$ cat src/rtl/mem_pkg.sv
// Shared definitions for the load/store unit: access size codes, FSM states,
// and the lane helpers used when an access is accepted.
package mem_pkg;

    typedef enum logic [1:0] {
        SZ_NONE = 2'b00,
        SZ_BYTE = 2'b01,
        SZ_HALF = 2'b10,
        SZ_WORD = 2'b11
    } size_t;

    typedef enum logic [1:0] {
        ST_IDLE,
        ST_BUSY,
        ST_DONE
    } state_t;

    localparam int TIMEOUT_CYCLES_DEFAULT = 16;

    function automatic logic is_misaligned(size_t sz, logic [1:0] off);
        return ((sz == SZ_HALF) && off[0]) || ((sz == SZ_WORD) && (off != 2'b00));
    endfunction

    function automatic logic [3:0] lane_enables(size_t sz, logic [1:0] off);
        case (sz)
            SZ_BYTE: return 4'b0001 << off;
            SZ_HALF: return 4'b0011 << {off[1], 1'b0};
            SZ_WORD: return 4'b1111;
            default: return 4'b0000;
        endcase
    endfunction

    // Replicating the store data lets the bus pick any lane with bus_be alone.
    function automatic logic [31:0] lane_data(size_t sz, logic [31:0] d);
        case (sz)
            SZ_BYTE: return {4{d[7:0]}};
            SZ_HALF: return {2{d[15:0]}};
            default: return d;
        endcase
    endfunction

endpackage

$ cat src/rtl/mem_access_unit_if.sv
// Word-addressed memory bus between the access unit (master) and memory (slave).
interface mem_access_unit_if;
    logic        bus_req;
    logic        bus_we;
    logic [31:0] bus_addr;
    logic [3:0]  bus_be;
    logic [31:0] bus_wdata;
    logic [31:0] bus_rdata;
    logic        bus_ack;

    modport master (
        output bus_req, bus_we, bus_addr, bus_be, bus_wdata,
        input  bus_rdata, bus_ack
    );

    modport slave (
        input  bus_req, bus_we, bus_addr, bus_be, bus_wdata,
        output bus_rdata, bus_ack
    );
endinterface

$ cat src/rtl/mem_load_extract.sv
// Selects the addressed lanes of a bus read word and right-justifies them,
// sign- or zero-extending to 32 bits.
module mem_load_extract
    import mem_pkg::*;
(
    input  logic [31:0] bus_rdata,
    input  logic [1:0]  addr_lo,
    input  size_t       size,
    input  logic        sign,
    output logic [31:0] result
);

    logic [7:0]  lane [4];
    logic [7:0]  byte_sel;
    logic [15:0] half_sel;

    generate
        for (genvar gi = 0; gi < 4; gi++) begin : g_lane
            assign lane[gi] = bus_rdata[8*gi +: 8];
        end
    endgenerate

    always_comb begin
        byte_sel = lane[addr_lo];
        half_sel = addr_lo[1] ? bus_rdata[31:16] : bus_rdata[15:0];
        result   = '0;
        case (size)
            SZ_BYTE: result = {{24{sign & byte_sel[7]}}, byte_sel};
            SZ_HALF: result = {{16{sign & half_sel[15]}}, half_sel};
            SZ_WORD: result = bus_rdata;
            default: result = '0;
        endcase
    end

endmodule

$ cat src/rtl/mem_access_unit.sv
// Pipeline load/store unit: turns decoder requests into single bus transactions,
// stalling the pipeline until bus_ack or a bounded timeout.
module mem_access_unit
    import mem_pkg::*;
#(
    parameter int TIMEOUT_CYCLES = TIMEOUT_CYCLES_DEFAULT
) (
    input  logic               clk,
    input  logic               rst,
    input  logic               mem_read,
    input  logic               mem_write,
    input  logic [1:0]         mem_size,
    input  logic               mem_sign,
    input  logic [31:0]        addr,
    input  logic [31:0]        wdata,
    output logic [31:0]        rdata,
    output logic               stall,
    output logic               misalign,
    output logic               bus_err,
    mem_access_unit_if.master  bus
);

    localparam int CW = $clog2(TIMEOUT_CYCLES) + 1;

    state_t      state_reg;
    logic [CW-1:0] cnt_reg;
    size_t       size_reg;
    logic        sign_reg;
    logic [1:0]  off_reg;
    logic        bus_req_reg;
    logic        bus_we_reg;
    logic [31:0] bus_addr_reg;
    logic [3:0]  bus_be_reg;
    logic [31:0] bus_wdata_reg;
    logic [31:0] rdata_reg;
    logic        misalign_reg;
    logic        bus_err_reg;

    size_t       req_size;
    logic        req_valid;
    logic        req_misaligned;
    logic        req_accept;
    logic        timeout;
    logic [31:0] load_result;

    assign req_size       = size_t'(mem_size);
    assign req_valid      = (mem_read | mem_write) && (req_size != SZ_NONE);
    assign req_misaligned = req_valid && is_misaligned(req_size, addr[1:0]);
    assign req_accept     = (state_reg == ST_IDLE) && req_valid && !req_misaligned;
    assign timeout        = (cnt_reg == CW'(TIMEOUT_CYCLES - 1));

    // Stall must rise in the request cycle itself, so it cannot be registered.
    assign stall = !rst && (req_accept || (state_reg == ST_BUSY));

    mem_load_extract u_extract (
        .bus_rdata (bus.bus_rdata),
        .addr_lo   (off_reg),
        .size      (size_reg),
        .sign      (sign_reg),
        .result    (load_result)
    );

    always_ff @(posedge clk or posedge rst) begin
        if (rst) begin
            state_reg     <= ST_IDLE;
            cnt_reg       <= '0;
            size_reg      <= SZ_NONE;
            sign_reg      <= 1'b0;
            off_reg       <= 2'b00;
            bus_req_reg   <= 1'b0;
            bus_we_reg    <= 1'b0;
            bus_addr_reg  <= '0;
            bus_be_reg    <= 4'b0000;
            bus_wdata_reg <= '0;
            rdata_reg     <= '0;
            misalign_reg  <= 1'b0;
            bus_err_reg   <= 1'b0;
        end else begin
            misalign_reg <= 1'b0;
            bus_err_reg  <= 1'b0;
            case (state_reg)
                ST_IDLE: begin
                    if (req_accept) begin
                        state_reg     <= ST_BUSY;
                        cnt_reg       <= '0;
                        size_reg      <= req_size;
                        sign_reg      <= mem_sign;
                        off_reg       <= addr[1:0];
                        bus_req_reg   <= 1'b1;
                        bus_we_reg    <= mem_write;
                        bus_addr_reg  <= {addr[31:2], 2'b00};
                        bus_be_reg    <= lane_enables(req_size, addr[1:0]);
                        bus_wdata_reg <= lane_data(req_size, wdata);
                    end else if (req_misaligned) begin
                        misalign_reg <= 1'b1;
                    end
                end
                ST_BUSY: begin
                    // An ack in the final allowed cycle still completes normally.
                    if (bus.bus_ack) begin
                        if (!bus_we_reg) begin
                            rdata_reg <= load_result;
                        end
                        state_reg   <= ST_DONE;
                        bus_req_reg <= 1'b0;
                        bus_we_reg  <= 1'b0;
                        bus_be_reg  <= 4'b0000;
                    end else if (timeout) begin
                        rdata_reg   <= '0;
                        bus_err_reg <= 1'b1;
                        state_reg   <= ST_DONE;
                        bus_req_reg <= 1'b0;
                        bus_we_reg  <= 1'b0;
                        bus_be_reg  <= 4'b0000;
                    end else begin
                        cnt_reg <= cnt_reg + 1'b1;
                    end
                end
                ST_DONE: state_reg <= ST_IDLE;
                default: state_reg <= ST_IDLE;
            endcase
        end
    end

    assign rdata         = rdata_reg;
    assign misalign      = misalign_reg;
    assign bus_err       = bus_err_reg;
    assign bus.bus_req   = bus_req_reg;
    assign bus.bus_we    = bus_we_reg;
    assign bus.bus_addr  = bus_addr_reg;
    assign bus.bus_be    = bus_be_reg;
    assign bus.bus_wdata = bus_wdata_reg;

endmodule
$ cat src/flat_wrapper.sv
// flat-port wrapper written by rule: the top's interface ports become plain ports
module mem_access_unit_flat import mem_pkg::*;
#(
    parameter int TIMEOUT_CYCLES = TIMEOUT_CYCLES_DEFAULT
)
  (clk, rst, mem_read, mem_write, mem_size, mem_sign, addr, wdata, rdata, stall, misalign, bus_err, bus_bus_req, bus_bus_we, bus_bus_addr, bus_bus_be, bus_bus_wdata, bus_bus_rdata, bus_bus_ack);
  mem_access_unit_if bus_i ();
  input  logic clk;
  input  logic rst;
  input  logic mem_read;
  input  logic mem_write;
  input  logic [1:0] mem_size;
  input  logic mem_sign;
  input  logic [31:0] addr;
  input  logic [31:0] wdata;
  output logic [31:0] rdata;
  output logic stall;
  output logic misalign;
  output logic bus_err;
  output wire logic [$bits(bus_i.bus_req)-1:0] bus_bus_req;
  output wire logic [$bits(bus_i.bus_we)-1:0] bus_bus_we;
  output wire logic [$bits(bus_i.bus_addr)-1:0] bus_bus_addr;
  output wire logic [$bits(bus_i.bus_be)-1:0] bus_bus_be;
  output wire logic [$bits(bus_i.bus_wdata)-1:0] bus_bus_wdata;
  input wire logic [$bits(bus_i.bus_rdata)-1:0] bus_bus_rdata;
  input wire logic [$bits(bus_i.bus_ack)-1:0] bus_bus_ack;
  assign bus_bus_req = bus_i.bus_req;
  assign bus_bus_we = bus_i.bus_we;
  assign bus_bus_addr = bus_i.bus_addr;
  assign bus_bus_be = bus_i.bus_be;
  assign bus_bus_wdata = bus_i.bus_wdata;
  assign bus_i.bus_rdata = bus_bus_rdata;
  assign bus_i.bus_ack = bus_bus_ack;
  mem_access_unit #(.TIMEOUT_CYCLES(TIMEOUT_CYCLES)) u_core (.clk(clk), .rst(rst), .mem_read(mem_read), .mem_write(mem_write), .mem_size(mem_size), .mem_sign(mem_sign), .addr(addr), .wdata(wdata), .rdata(rdata), .stall(stall), .misalign(misalign), .bus_err(bus_err), .bus(bus_i));
endmodule
$ cat config.mk
export PLATFORM = sky130hd
export DESIGN_NAME = mem_access_unit_flat
export DESIGN_NICKNAME = d
export VERILOG_FILES = /design/src/rtl/mem_pkg.sv /design/src/rtl/mem_access_unit_if.sv /design/src/rtl/mem_load_extract.sv /design/src/rtl/mem_access_unit.sv /design/src/flat_wrapper.sv
export SDC_FILE = /design/constraint.sdc
export NUM_CORES = 1
export LEC_CHECK = 0
export CORE_MARGIN = 2
export CORE_UTILIZATION = 43
export CTS_BUF_LIST = sky130_fd_sc_hd__clkbuf_16
export DETAILED_ROUTE_END_ITERATION = 12
export GPL_ROUTABILITY_DRIVEN = 0
export PLACE_DENSITY_LB_ADDON = 0.1
export SLEW_MARGIN = 20
export SYNTH_ARGS = -nofsm -noshare
export SYNTH_HDL_FRONTEND = slang
export SYNTH_SLANG_ARGS = --single-unit
export TNS_END_PERCENT = 10
$ cat constraint.sdc
create_clock -name clk -period 5.4 [get_ports clk]
set_clock_uncertainty 0.15 [all_clocks]
set_input_delay 1.08 -clock clk [delete_from_list [all_inputs] [get_ports clk]]
set_output_delay 1.08 -clock clk [all_outputs]
set_load 0.05 [all_outputs]
Yosys cells after proc, flatten, opt, wreduce, memory -nomap -nowiden
Cells that the tools add are included.
{"block": "word_totals", "ff_bits": 114, "latchBits": 0, "ram_bits": 0, "romBits": 0, "in_bits": 104, "out_inout_bits": 105, "mem_count": 0}
{"block": "op_classes", "addsub": 1, "n_mul": 0, "n_div": 0, "order_cmp": 1, "eq_ne": 13, "shift": 2, "n_mux": 34, "bitwise": 4, "n_reduce_logical": 21}
{"op": "$mux W32", "n": 3}
{"op": "$pmux W32 S3", "n": 1}
{"op": "$pmux W32 S2", "n": 1}
{"op": "$bmux W8 S2", "n": 1}
{"op": "$mux W16", "n": 1}
{"op": "$mux W8", "n": 2}
{"op": "$mux W5", "n": 3}
{"op": "$mux W4", "n": 3}
{"op": "$pmux W4 S3", "n": 1}
{"op": "$mux W1", "n": 10}
{"op": "$pmux W5 S2", "n": 1}
{"op": "$eq A2 B2 Y1 const B", "n": 4}
{"op": "$pmux W4 S2", "n": 1}
{"op": "$reduce_bool A2 Y1", "n": 4}
{"op": "$logic_and A1 B1 Y1", "n": 7}
{"op": "$eq A2 B1 Y1 const B", "n": 3}
{"op": "$mux W2", "n": 3}
{"op": "$ne A2 B2 Y1 const B", "n": 3}
{"op": "$reduce_and A3 Y1", "n": 2}
{"op": "$add A5 B1 Y5 const B", "n": 1}
{"op": "$eq A5 B4 Y1 const B", "n": 1}
{"op": "$pmux W1 S2", "n": 2}
{"op": "$pmux W2 S2", "n": 1}
{"op": "$reduce_and A2 Y1", "n": 2}
{"op": "other kinds (12)", "n": 15}

Longest topological paths before layout
Gate-level depths: netlist of run 1.
{"block": "logic_depth", "word_depth": 8, "ltp_mapped": 8}

By module
Synthesis of run 1 repeated with hierarchy kept, for this count alone.
{"block": "hier_totals", "cells_unflattened": 467, "area_unflattened_um2": 5562.8}
{"module": "mem_access_unit", "n_inst": 1, "cells_per_inst": 371, "area_each_um2": 4850.9, "seq_area_each_um2": 2852.7}
{"module": "mem_load_extract", "n_inst": 1, "cells_per_inst": 96, "area_each_um2": 711.9, "seq_area_each_um2": 0.0}

Worst setup path before layout of run 1
OpenSTA, ideal clock, no wires.
{"block": "synth_timing", "kind": "in2out", "startpoint": "input port mem_size[0]", "endpoint": "output port stall", "arrival_time_ns": 2.941, "required_time_ns": 4.170, "setup_slack_ns": 1.229, "path_stages": 7, "path_buffers": 2, "cell_sequence": "inv_1 ha_1 o21ai_0 nand4b_1 buf_2 buf_1 a21oi_1"}
{"block": "synth_between", "elab_chain_cells": 8, "elab_cells_between_ends": 13, "cone_classes": "eq/ne: 2; reduce/logical: 11"}
{"element": "start: declaration", "line_no": "flat_wrapper.sv:12", "rtl": "input logic [1:0] mem_size;"}
{"element": "$eq A2 B2 Y1", "line_no": "mem_pkg.sv:21", "rtl": "return ((sz == SZ_HALF) && off[0]) || ((sz == SZ_WORD) && (off != 2'b00));"}
{"element": "$logic_and A1 B1 Y1", "line_no": "mem_pkg.sv:21"}
{"element": "$logic_or A1 B1 Y1", "line_no": "mem_pkg.sv:21"}
{"element": "$logic_and A1 B1 Y1", "line_no": "mem_access_unit.sv:48", "rtl": "assign req_misaligned = req_valid && is_misaligned(req_size, addr[1:0]);"}
{"element": "$logic_not A1 Y1", "line_no": "mem_access_unit.sv:49", "rtl": "assign req_accept = (state_reg == ST_IDLE) && req_valid && !req_misaligned;"}
{"element": "$logic_and A1 B1 Y1 (*)", "line_no": "mem_access_unit.sv:49"}
{"element": "$logic_or A1 B1 Y1 (*)", "line_no": "mem_access_unit.sv:53", "rtl": "assign stall = !rst && (req_accept || (state_reg == ST_BUSY));"}
{"element": "$logic_and A1 B1 Y1 (*)", "line_no": "mem_access_unit.sv:53"}
{"element": "end: declaration", "line_no": "flat_wrapper.sv:17", "rtl": "output logic stall;"}
Mark *: on every way between the ends. The rest lies on a longest branch, timed or not.

Worst setup path in the final report of run 1
Same ends and word-level chain as after synthesis.

==> tab_implementation.tex, run 1 <==
\begin{tabular}{lr}
\hline
Metric & Value \\
\hline
\multicolumn{2}{l}{\textbf{Yosys}} \\
Post-synthesis register bit count & approximately 110 \\
Number of distinct library cell variants in the gate-level netlist after synthesis & 45 \\
Number of enable-type register cells in the synthesized netlist & 0 \\
Synth async-reset ratio & 100\% \\
Number of standard cells after synthesis & between 500 and 600 \\
Proportion of synthesized chip area in sequential cells & between 50 and 60\% \\
Mapped cell area & approximately 0.0051 sq mm \\
Number of warning messages in the yosys log & 0 \\
Most common flop cell mapped by yosys & dfrtp\_1 \\
Post-synthesis area per instance & approximately 10 sq um \\
\multicolumn{2}{l}{\textbf{STA}} \\
Endpoints failing setup & 0 \\
Setup TNS & 0 ns \\
Slew headroom & a little under a third \\
Final Hold Vio Count & 0 \\
Post-route minimum period & $\sim$4.6 ns \\
Maximum operating frequency & around 0.22 GHz \\
Final number of max-transition violations & 0 \\
Period Utilization, post-route & between 80\% and 90\% \\
Setup repair after global routing missed its margin & no \\
Transition time at the pin with the least slew margin & slightly above 1 ns \\
\multicolumn{2}{l}{\textbf{Layout}} \\
Area growth from synthesis to layout & 51.8\% \\
Fillers & 926 \\
Share of the core filled with cells in the final layout & 67.4\% \\
Most common cell after layout, fill and taps aside & clkdlybuf4s50\_1 \\
Final non-filler cell total & approximately 860 \\
Most frequent cells in the layout & clkdlybuf4s50\_1 (206), nand2\_1 (168), dfrtp\_1 (114), o21ai\_0 (29), a221o\_1 (21) \\
\# diodes & 0 \\
Layout cell share with drive strength beyond 1 & under 10\% \\
Final layout net count & about 810 \\
\multicolumn{2}{l}{\textbf{Die}} \\
Initial core utilization & between 40 and 50\% \\
Overall die width & $\sim$110 um \\
Core footprint & approximately 0.011 sq mm \\
Y dimension of the die & 113 um \\
Floorplan die area & $\sim$0.013 sq mm \\
Number of I/O pins & $\sim$210 \\
Number of rows created at floorplan & 39 \\
\multicolumn{2}{l}{\textbf{CTS}} \\
Clock net sink count & $\sim$110 \\
CTS Buffer Depth & 2 \\
Clock transition at the registers of the reported paths & around 0.05 ns \\
TritonCTS clock tree & built \\
Count of buffers added by post-CTS timing repair for setup & 0 \\
CTS root buf & clkbuf\_16 \\
Level count of the clock H-tree & 4 \\
Total CTS buffers & 17 \\
Skew-Pair Late Insertion Delay & 0.41 ns \\
Hold buffer count at cts & 0 \\
Post-CTS sizing & 0 \\
\multicolumn{2}{l}{\textbf{Critical path}} \\
R2r worst-path depth & 7 \\
Dominant cell type by count on the critical path & clkdlybuf4s50\_1 \\
Capture instance of the worst register-to-register path & u\_core.rdata[3] \\
Critical path capture point type & primary output \\
Critical path fanouts, max & 3 \\
Reg-to-reg slack, setup & around 2.8 ns \\
Data required time of the critical path & between 4 and 5 ns \\
Data arrival time at the worst-slack endpoint & 3.37 ns \\
Slowest-stage cell, CP & clkdlybuf4s50\_1 \\
Category of the most critical setup path & primary input to primary output \\
Ordered list of cells on the worst path & clkdlybuf4s50\_1, inv\_1, ha\_1, o21ai\_0, nand4b\_1, a21oi\_1, clkdlybuf4s50\_1 \\
Element type at the critical path start & primary input \\
Largest stage delay, worst path & slightly above 0.8 ns \\
Worst flop-to-flop path startpoint & u\_core.cnt\_reg[0] \\
\multicolumn{2}{l}{\textbf{Route}} \\
Detailed-route wire length per cell & 17.9 um \\
First-iteration detailed-routing DRC count & $\sim$390 \\
DRC Markers & 0 \\
Residual antenna-violating net count after detailed routing & 0 \\
Vias/cell & between 5 and 6 \\
Total number of vias & around 4.6k \\
Final WL & about 15 mm \\
Drt pass-1 iters & 4 \\
\multicolumn{2}{l}{\textbf{Worst hold path}} \\
Worst Min Path Start & u\_core.bus.bus\_wdata[8] \\
Cell depth of the worst hold path & 2 \\
Worst hold path class & register to register \\
End point of the worst hold path & u\_core.bus.bus\_wdata[8] \\
\multicolumn{2}{l}{\textbf{Global route}} \\
Pin count of the biggest net entering global routing & 95 \\
Global-route wire length before repair & between 20 and 25 mm \\
Number of global-route vias before repair & 4746 \\
Initial antenna violation count & 0 \\
Grt total ovfl & 0 \\
GR Util All Layers & roughly 25\% \\
\multicolumn{2}{l}{\textbf{Flow run}} \\
\# Max-Cap Violations & 0 \\
\multicolumn{2}{l}{\textbf{Power}} \\
Pwr dens & about 670 mW/mm\^{}2 \\
Largest voltage drop on the vdd net & 0.513 mV \\
Leak Pwr & $\sim$3.6 nW \\
\multicolumn{2}{l}{\textbf{Place}} \\
DP Cell Count & just over 800 \\
Number of buffers added on ports & 206 \\
Dpl hpwl & 10.8 mm \\
\multicolumn{2}{l}{\textbf{Status}} \\
Result of the run & finished, final reports clean \\
\hline
\end{tabular}
-- layout make-up --
cell class / count / area [sq um] / area share (%)
clock buffer: 17 / 425 / 5.50
tap: 143 / 179 / 2.32
inverter: 7 / 28.8 / 0.372
timing repair buffer: 212 / 2110 / 27.3
multi-input combinational: 349 / 2050 / 26.6
clock inverter: 13 / 82.6 / 1.07
sequential: 114 / 2850 / 36.9
-- per-stage QoR --
stage / worst slack [ns] / area [sq um] / total power [mW] / hold WS [ns]
after CTS: 0.789 / 7730 / 5.22 / 0.323
after global routing: 0.681 / 7730 / 5.43 / 0.348
after detailed placement: 0.797 / 7220 / 4.23 / 0.309
final: 0.795 / 7730 / 5.19 / 0.318
after global placement: 0.861 / 7220 / 4.18 / 0.299
after floorplan: 1.15 / 5100 / 3.26 / 0.296
-- power breakdown --
part / switching, mW / internal (mW)
Clock: 0.371 / 0.608
Sequential: 0.250 / 1.23
Combinational: 1.79 / 0.937
-- metal layers --
layer  part of all wire, %  up-vias  global-route usage [%]  routed length (um)
li1                      -     2164                       -                   -
met1                    42     2235                    31.8                6460
met2                    48      175                    39.8                7350
met3                   7.8       19                    7.66                1200
met4                   1.7        0                    8.13                 253
met5                     0        -                       0                   0
-- worst max path at each step --
stage / slack, ns / from / endpoint / cells after the start
3_3_place_gp: 0.86 / mem_size[0] / stall / 7
5_1_grt: 0.68 / mem_size[0] / stall / 7
2_1_floorplan: 1.15 / rst / u_core.bus.bus_addr[10] / 1
4_1_cts: 0.79 / mem_size[0] / stall / 7
6_report: 0.80 / mem_size[0] / stall / 7
3_5_place_dp: 0.80 / mem_size[0] / stall / 7
-- critical path, delay by kind of cell --
family / cells / cell delay, ns
AND/OR/NAND/NOR: 1 / 0.17
buffers and inverters: 3 / 1.44
AO/OA/AOI/OAI: 2 / 0.47
adder cells (fa/ha/maj): 1 / 0.22
-- cells by family after synthesis --
group                      count (synthesis)  share of synthesized area, %
adders and majority gates                  6                          1.47
muxes                                     19                          3.81
DFF                                      114                          56.0
buffers and inverters                     42                          3.76
xor gates and xnor gates                   1                         0.172
other                                      1                        0.0736
AOI/OAI and AO/OA                        115                          17.4
and+or+nand+nor                          206                          17.2
-- synth_stat cells, types with 3 or more instances --
| cell | count | area [sq um] |
|---|---|---|
| nand2_1 | 168 | 631 |
| dfrtp_1 | 114 | 2850 |
| o21ai_0 | 29 | 145 |
| a221o_1 | 21 | 210 |
| o211ai_1 | 17 | 128 |
| mux2i_1 | 16 | 160 |
| clkbuf_1 | 15 | 56.3 |
| buf_2 | 12 | 60.1 |
| a221o_2 | 10 | 113 |
| o2bb2ai_1 | 10 | 87.6 |
| nor2_1 | 9 | 33.8 |
| nor3b_1 | 9 | 67.6 |
| a22oi_1 | 8 | 60.1 |
| a21oi_1 | 7 | 35.0 |
| inv_1 | 7 | 26.3 |
| ha_1 | 6 | 75.1 |
| and3_1 | 4 | 25.0 |
| buf_1 | 4 | 15.0 |
| nand2b_1 | 4 | 25.0 |
| a22o_1 | 3 | 26.3 |
| buf_4 | 3 | 22.5 |
| mux2_2 | 3 | 33.8 |
Note: power is estimated with default switching activity, not from simulation.
==> run 2, diff against run 1 <==
Settings changed: CORE_ASPECT_RATIO from default to 0.6.
==> run 2 against run 1 <==
Via count rose by 0.70%. Clock power rose by 12%. Combinational power barely moved. Core utilization rose by 1.1 points. Final cell count rose by 2.0%. Setup slack improved by 0.27 ns. First-iteration DRC count fell by 19%. Non-clock buffer count fell by 2. Maximum frequency rose by 6.2%. Global-route usage rose by 0.72 points. Die area rose by 0.22%. Critical path depth did not move.
==> tab_implementation.tex, run 2 (synthesis results as in run 1) <==
\begin{tabular}{lr}
\hline
Metric & Value \\
\hline
\multicolumn{2}{l}{\textbf{Worst hold path}} \\
End point of the worst hold path & u\_core.bus.bus\_addr[17] \\
Worst hold path class & register to register \\
Cell depth of the worst hold path & 2 (unchanged) \\
Worst Min Path Start & u\_core.bus.bus\_addr[17] \\
\multicolumn{2}{l}{\textbf{STA}} \\
Transition time at the pin with the least slew margin & 1.02 ns (-0.00885 ns) \\
Final Hold Vio Count & 0 (unchanged) \\
Period Utilization, post-route & 80.3\% (-4.9 points) \\
Worst slack on hold paths & 0.320 ns (+0.00225 ns) \\
Endpoints failing setup & 0 (unchanged) \\
Setup repair after global routing missed its margin & no \\
Maximum operating frequency & 0.231 GHz (+6.2\%) \\
Post-route minimum period & 4.34 ns (-0.267 ns) \\
Final number of max-transition violations & 0 (unchanged) \\
Slew headroom & 31.9\% (+0.59 points) \\
Setup TNS & 0 ns (unchanged) \\
\multicolumn{2}{l}{\textbf{Critical path}} \\
Slowest-stage cell, CP & clkdlybuf4s50\_1 \\
Critical path fanouts, max & 12 (+9) \\
Ordered list of cells on the worst path & clkdlybuf4s50\_1, inv\_1, ha\_1, o21ai\_0, nand4b\_1, a21oi\_1, buf\_12 \\
R2r worst-path depth & 7 (unchanged) \\
Worst flop-to-flop path startpoint & u\_core.cnt\_reg[0] \\
Category of the most critical setup path & primary input to primary output \\
Crit path from & mem\_size[0] \\
Data arrival time at the worst-slack endpoint & 3.11 ns (-0.26 ns) \\
Largest delay contributor family on the critical path & buffers and inverters \\
Critical path capture point type & primary output \\
Element type at the critical path start & primary input \\
Data required time of the critical path & 4.17 ns (about the same) \\
Total buffers and inverters traversed by the critical path & 3 (unchanged) \\
Reg-to-reg slack, setup & 2.71 ns (-0.07 ns) \\
Largest stage delay, worst path & 0.52 ns (-0.30 ns) \\
Capture instance of the worst register-to-register path & u\_core.rdata[2] \\
\multicolumn{2}{l}{\textbf{CTS}} \\
Level count of the clock H-tree & 4 (unchanged) \\
Clock transition at the registers of the reported paths & 0.05 ns (about the same) \\
Hold buffer count at cts & 0 (unchanged) \\
Clock net sink count & 114 (unchanged) \\
CTS Buffer Depth & 2 (unchanged) \\
Total CTS buffers & 17 (unchanged) \\
TritonCTS clock tree & built \\
Post-CTS sizing & 0 (unchanged) \\
CTS root buf & clkbuf\_16 \\
Skew-Pair Late Insertion Delay & 0.40 ns (about the same) \\
Count of buffers added by post-CTS timing repair for setup & 0 (unchanged) \\
\multicolumn{2}{l}{\textbf{Route}} \\
Final WL & 15.6 mm (+2.3\%) \\
Residual antenna-violating net count after detailed routing & 0 (unchanged) \\
DRC Markers & 0 (unchanged) \\
Total number of vias & 4625 (+0.70\%) \\
Highest routed layer & met4 \\
Met1 routed wirelength after detailed routing & 7.12 mm (+10\%) \\
Routed length on met3 & 1.58 mm (+32\%) \\
Vias/cell & 5.30 (-1.3\%) \\
Detailed-route wire length per cell & 17.9 um (+0.27\%) \\
Wire length on met2 & 6.74 mm (-8.3\%) \\
Drt pass-1 iters & 5 (+1) \\
First-iteration detailed-routing DRC count & 311 (-19\%) \\
\multicolumn{2}{l}{\textbf{Die}} \\
Core footprint & 0.0114 sq mm (-0.49\%) \\
Floorplan die area & 0.0128 sq mm (+0.22\%) \\
Number of rows created at floorplan & 30 (-23\%) \\
Initial core utilization & 44.6\% (+0.22 points) \\
Overall die width & 144 um (+28\%) \\
Number of I/O pins & 209 (unchanged) \\
Y dimension of the die & 88.3 um (-22\%) \\
\multicolumn{2}{l}{\textbf{Global route}} \\
GR Util All Layers & 25.4\% (+0.72 points) \\
Grt total ovfl & 0 (unchanged) \\
Initial antenna violation count & 0 (unchanged) \\
Global-route wire length before repair & 24.6 mm (-0.50\%) \\
Number of global-route vias before repair & 4691 (-1.2\%) \\
Pin count of the biggest net entering global routing & 95 (unchanged) \\
\multicolumn{2}{l}{\textbf{Layout}} \\
Most frequent cells in the layout & clkdlybuf4s50\_1 (205), nand2\_1 (168), dfrtp\_1 (114), o21ai\_0 (29), a221o\_1 (21) \\
Fillers & 894 (-3.5\%) \\
Register cell area after layout & 0.00285 sq mm (unchanged) \\
\# diodes & 0 (unchanged) \\
Most common cell after layout, fill and taps aside & clkdlybuf4s50\_1 \\
Area growth from synthesis to layout & 53.4\% \\
Layout cell share with drive strength beyond 1 & 7.16\% (+0.28 points) \\
Combined area of the multi-input logic cells & 0.00205 sq mm (unchanged) \\
Final layout net count & 809 (-0.25\%) \\
\multicolumn{2}{l}{\textbf{Place}} \\
Number of buffers added on ports & 206 (unchanged) \\
Dpl hpwl & 11.2 mm (+3.4\%) \\
\multicolumn{2}{l}{\textbf{Status}} \\
Result of the run & finished, final reports clean \\
\multicolumn{2}{l}{\textbf{Power}} \\
Pwr dens & 683 mW/mm\^{}2 (+1.8\%) \\
Leak Pwr & 3.57 nW (+0.30\%) \\
Largest voltage drop on the vdd net & 0.474 mV (-7.7\%) \\
\multicolumn{2}{l}{\textbf{Flow run}} \\
\# Max-Cap Violations & 0 (unchanged) \\
\hline
\end{tabular}
==> run 2: final cells by class <==
type | count | area share, %
inverter | 7 | 0.368
timing repair buffer | 210 | 26.9
multi-input combinational | 349 | 26.3
sequential | 114 | 36.5
tap | 160 | 2.56
clock inverter | 15 | 1.94
clock buffer | 17 | 5.44
==> run 2: how the worst max path moves through the flow <==
stage / cells past startpoint / end
CTS: 7 / stall
finish: 7 / stall
global route: 7 / stall
detailed placement: 7 / stall
floorplan: 1 / u_core.bus.bus_addr[10]
global placement: 7 / stall
==> run 2: worst reg2reg max path, cell delays in order (launching register included) <==
cell,delay (ns)
dfrtp_1,0.41
ha_1,0.24
and3_1,0.19
ha_1,0.22
nor2_1,0.25
a211o_1,0.83
o2bb2ai_1,0.21
a221o_1,0.14
==> run 2: where the power goes <==
| group | switching, mW | internal, mW |
|---|---|---|
| clock network | 0.387 | 0.712 |
| logic | 1.81 | 0.940 |
| registers | 0.261 | 1.23 |
==> run 2: metrics by stage <==
stage	setup slack, ns	util (%)	area, sq um	power (mW)	instances
after floorplan	1.15	-	5100	3.26	505
after global placement	1.23	63.4	7240	4.20	840
after detailed placement	1.13	63.4	7240	4.25	840
after CTS	1.12	68.5	7810	5.37	872
after global routing	0.933	68.5	7810	5.59	872
final	1.06	68.5	7810	5.34	872
==> run 2: layer usage <==
layer,vias up,track usage (%)
li1,2167,-
met1,2249,35.2
met2,193,37.2
met3,16,10.4
met4,0,6.80
met5,-,0
==> run 3, diff against run 2 <==
Settings changed: CORE_UTILIZATION 43 to 39.
Clock period 5.4 ns to 3.7 ns, I/O delays scaled along.
==> run 3 against run 2 <==
Sequential power grew 46%. Total power up 48%. Sequential share of layout area fell by 0.50 points. Hold slack about the same. Critical endpoint unchanged. Highest routed layer unchanged.
==> tab_implementation.tex, run 3 (synthesis results as in run 1) <==
\begin{tabular}{lr}
\hline
Metric & Value \\
\hline
\multicolumn{2}{l}{\textbf{Status}} \\
Result of the run & finished, final reports clean \\
\multicolumn{2}{l}{\textbf{Route}} \\
Detailed-route wire length per cell & 17.7 um (-1.1\%) \\
Total number of vias & 4515 (-2.4\%) \\
DRC Markers & 0 (unchanged) \\
First-iteration detailed-routing DRC count & 342 (+10\%) \\
Residual antenna-violating net count after detailed routing & 0 (unchanged) \\
Vias/cell & 5.10 (-3.8\%) \\
Final WL & 15.7 mm (+0.42\%) \\
Drt pass-1 iters & 6 (+1) \\
\multicolumn{2}{l}{\textbf{Critical path}} \\
Data required time of the critical path & 2.81 ns (-1.36 ns) \\
Critical path fanouts, max & 3 (-9) \\
Element type at the critical path start & primary input \\
Data arrival time at the worst-slack endpoint & 2.54 ns (-0.57 ns) \\
Critical path capture point type & primary output \\
Category of the most critical setup path & primary input to primary output \\
\multicolumn{2}{l}{\textbf{Power}} \\
Pwr dens & 994 mW/mm\^{}2 (+46\%) \\
Leak Pwr & 3.59 nW (+0.81\%) \\
Total design power & 7.87 mW (+48\%) \\
Largest voltage drop on the vdd net & 0.472 mV (-0.26\%) \\
\multicolumn{2}{l}{\textbf{CTS}} \\
Clock net sink count & 114 (unchanged) \\
CTS Buffer Depth & 2 (unchanged) \\
Total CTS buffers & 17 (unchanged) \\
Count of buffers added by post-CTS timing repair for setup & 0 (unchanged) \\
Level count of the clock H-tree & 4 (unchanged) \\
TritonCTS clock tree & built \\
Post-CTS sizing & 0 (unchanged) \\
CTS root buf & clkbuf\_16 \\
Clock transition at the registers of the reported paths & 0.06 ns (about the same) \\
Hold buffer count at cts & 0 (unchanged) \\
Skew-Pair Late Insertion Delay & 0.41 ns (about the same) \\
\multicolumn{2}{l}{\textbf{Layout}} \\
Most common cell after layout, fill and taps aside & clkdlybuf4s50\_1 \\
Final layout net count & 812 (+0.37\%) \\
Fillers & 1050 (+17\%) \\
Most frequent cells in the layout & clkdlybuf4s50\_1 (205), nand2\_1 (168), dfrtp\_1 (114), o21ai\_0 (29), a221o\_1 (21) \\
\# diodes & 0 (unchanged) \\
Area growth from synthesis to layout & 55.6\% \\
Layout cell share with drive strength beyond 1 & 8.39\% (+1.2 points) \\
\multicolumn{2}{l}{\textbf{STA}} \\
Period Utilization, post-route & between 90 and 100\% \\
Slew headroom & 49.5\% (+18 points) \\
Endpoints failing setup & 0 (unchanged) \\
Setup repair after global routing missed its margin & no \\
Final Hold Vio Count & 0 (unchanged) \\
Maximum operating frequency & between 0.2 and 0.3 GHz \\
Final number of max-transition violations & 0 (unchanged) \\
Post-route minimum period & approximately 3.4 ns \\
Transition time at the pin with the least slew margin & 0.756 ns (-0.266 ns) \\
Setup TNS & 0 ns (unchanged) \\
\multicolumn{2}{l}{\textbf{Flow run}} \\
\# Max-Cap Violations & 0 (unchanged) \\
\multicolumn{2}{l}{\textbf{Global route}} \\
Number of global-route vias before repair & 4572 (-2.5\%) \\
Pin count of the biggest net entering global routing & 95 (unchanged) \\
GR Util All Layers & 23.5\% (-1.9 points) \\
Global-route wire length before repair & 25.0 mm (+1.7\%) \\
Grt total ovfl & 0 (unchanged) \\
Initial antenna violation count & 0 (unchanged) \\
\multicolumn{2}{l}{\textbf{Die}} \\
Core footprint & 0.0128 sq mm (+12\%) \\
Initial core utilization & 39.7\% (-4.9 points) \\
Floorplan die area & 0.0140 sq mm (+9.9\%) \\
Number of rows created at floorplan & 32 (+6.7\%) \\
Y dimension of the die & 92.5 um (+4.8\%) \\
Overall die width & 152 um (+4.9\%) \\
Number of I/O pins & 209 (unchanged) \\
\multicolumn{2}{l}{\textbf{Worst hold path}} \\
Worst hold path class & register to register \\
\multicolumn{2}{l}{\textbf{Place}} \\
Dpl hpwl & 11.3 mm (+0.75\%) \\
Number of buffers added on ports & 206 (unchanged) \\
\hline
\end{tabular}
-- run 3: cell count changes in the layout (fill, tap and decap cells not counted), sizes merged --
cell / before / now
buf: 5 / 8
inv: 10 / 9
clkinvlp: 3 / 4
-- run 3: cell type report --
cell class                      count  area [sq um]  share of cell area [%]
Clock buffer                       17           425                    5.37
Clock inverter                     15           184                    2.32
Inverter                            7          30.0                   0.379
Multi-Input combinational cell    349          2050                    25.9
Sequential cell                   114          2850                    36.0
Tap cell                          170           213                    2.69
Timing Repair Buffer              213          2160                    27.3
-- run 3: worst paths after layout --
path                       slack [ns]  cells after the start                     start                        to
hold / removal                   0.32                      2  u_core.bus.bus_wdata[13]  u_core.bus.bus_wdata[13]
min in group asynchronous        0.71                      2                       rst           u_core.misalign
setup / recovery                 0.27                      7               mem_size[0]                     stall
setup reg to reg                 1.31                      7         u_core.cnt_reg[0]           u_core.rdata[2]
max in group asynchronous        2.00                      3                       rst   u_core.bus.bus_addr[24]
hold reg to reg                  0.32                      2  u_core.bus.bus_wdata[13]  u_core.bus.bus_wdata[13]
-- run 3: metal layers --
layer,up-vias,wire (um),global-route usage (%),share of wire [%]
li1,2161,-,-,-
met1,2199,7500,34.0,48
met2,144,6680,32.7,43
met3,11,1360,9.75,8.7
met4,0,131,5.63,0.84
met5,-,0,0,0
-- run 3: power by group --
| part | internal [mW] | leakage [nW] | total [mW] | switching (mW) |
|---|---|---|---|---|
| Combinational | 1.38 | 1.84 | 4.02 | 2.63 |
| Clock | 1.07 | 0.290 | 1.69 | 0.627 |
| Sequential | 1.79 | 1.46 | 2.17 | 0.376 |
-- run 3: worst max-delay path, cell delays in order --
cell and delay, ns:
clkdlybuf4s50_1 0.51, inv_1 0.09, ha_1 0.21, o21ai_0 0.29, nand4b_1 0.24, a21oi_1 0.28, buf_12 0.17
-- run 3: metrics by stage --
stage / setup WS (ns) / area [sq um] / util, % / cells / hold WS [ns]
after global routing: 0.111 / 7920 / 61.8 / 885 / 0.342
after detailed placement: 0.290 / 7310 / 57.1 / 853 / 0.309
final: 0.268 / 7920 / 61.8 / 885 / 0.320
after global placement: 0.279 / 7310 / 57.1 / 853 / 0.304
after floorplan: 0.209 / 5100 / - / 505 / 0.296
after CTS: 0.280 / 7920 / 61.8 / 885 / 0.323
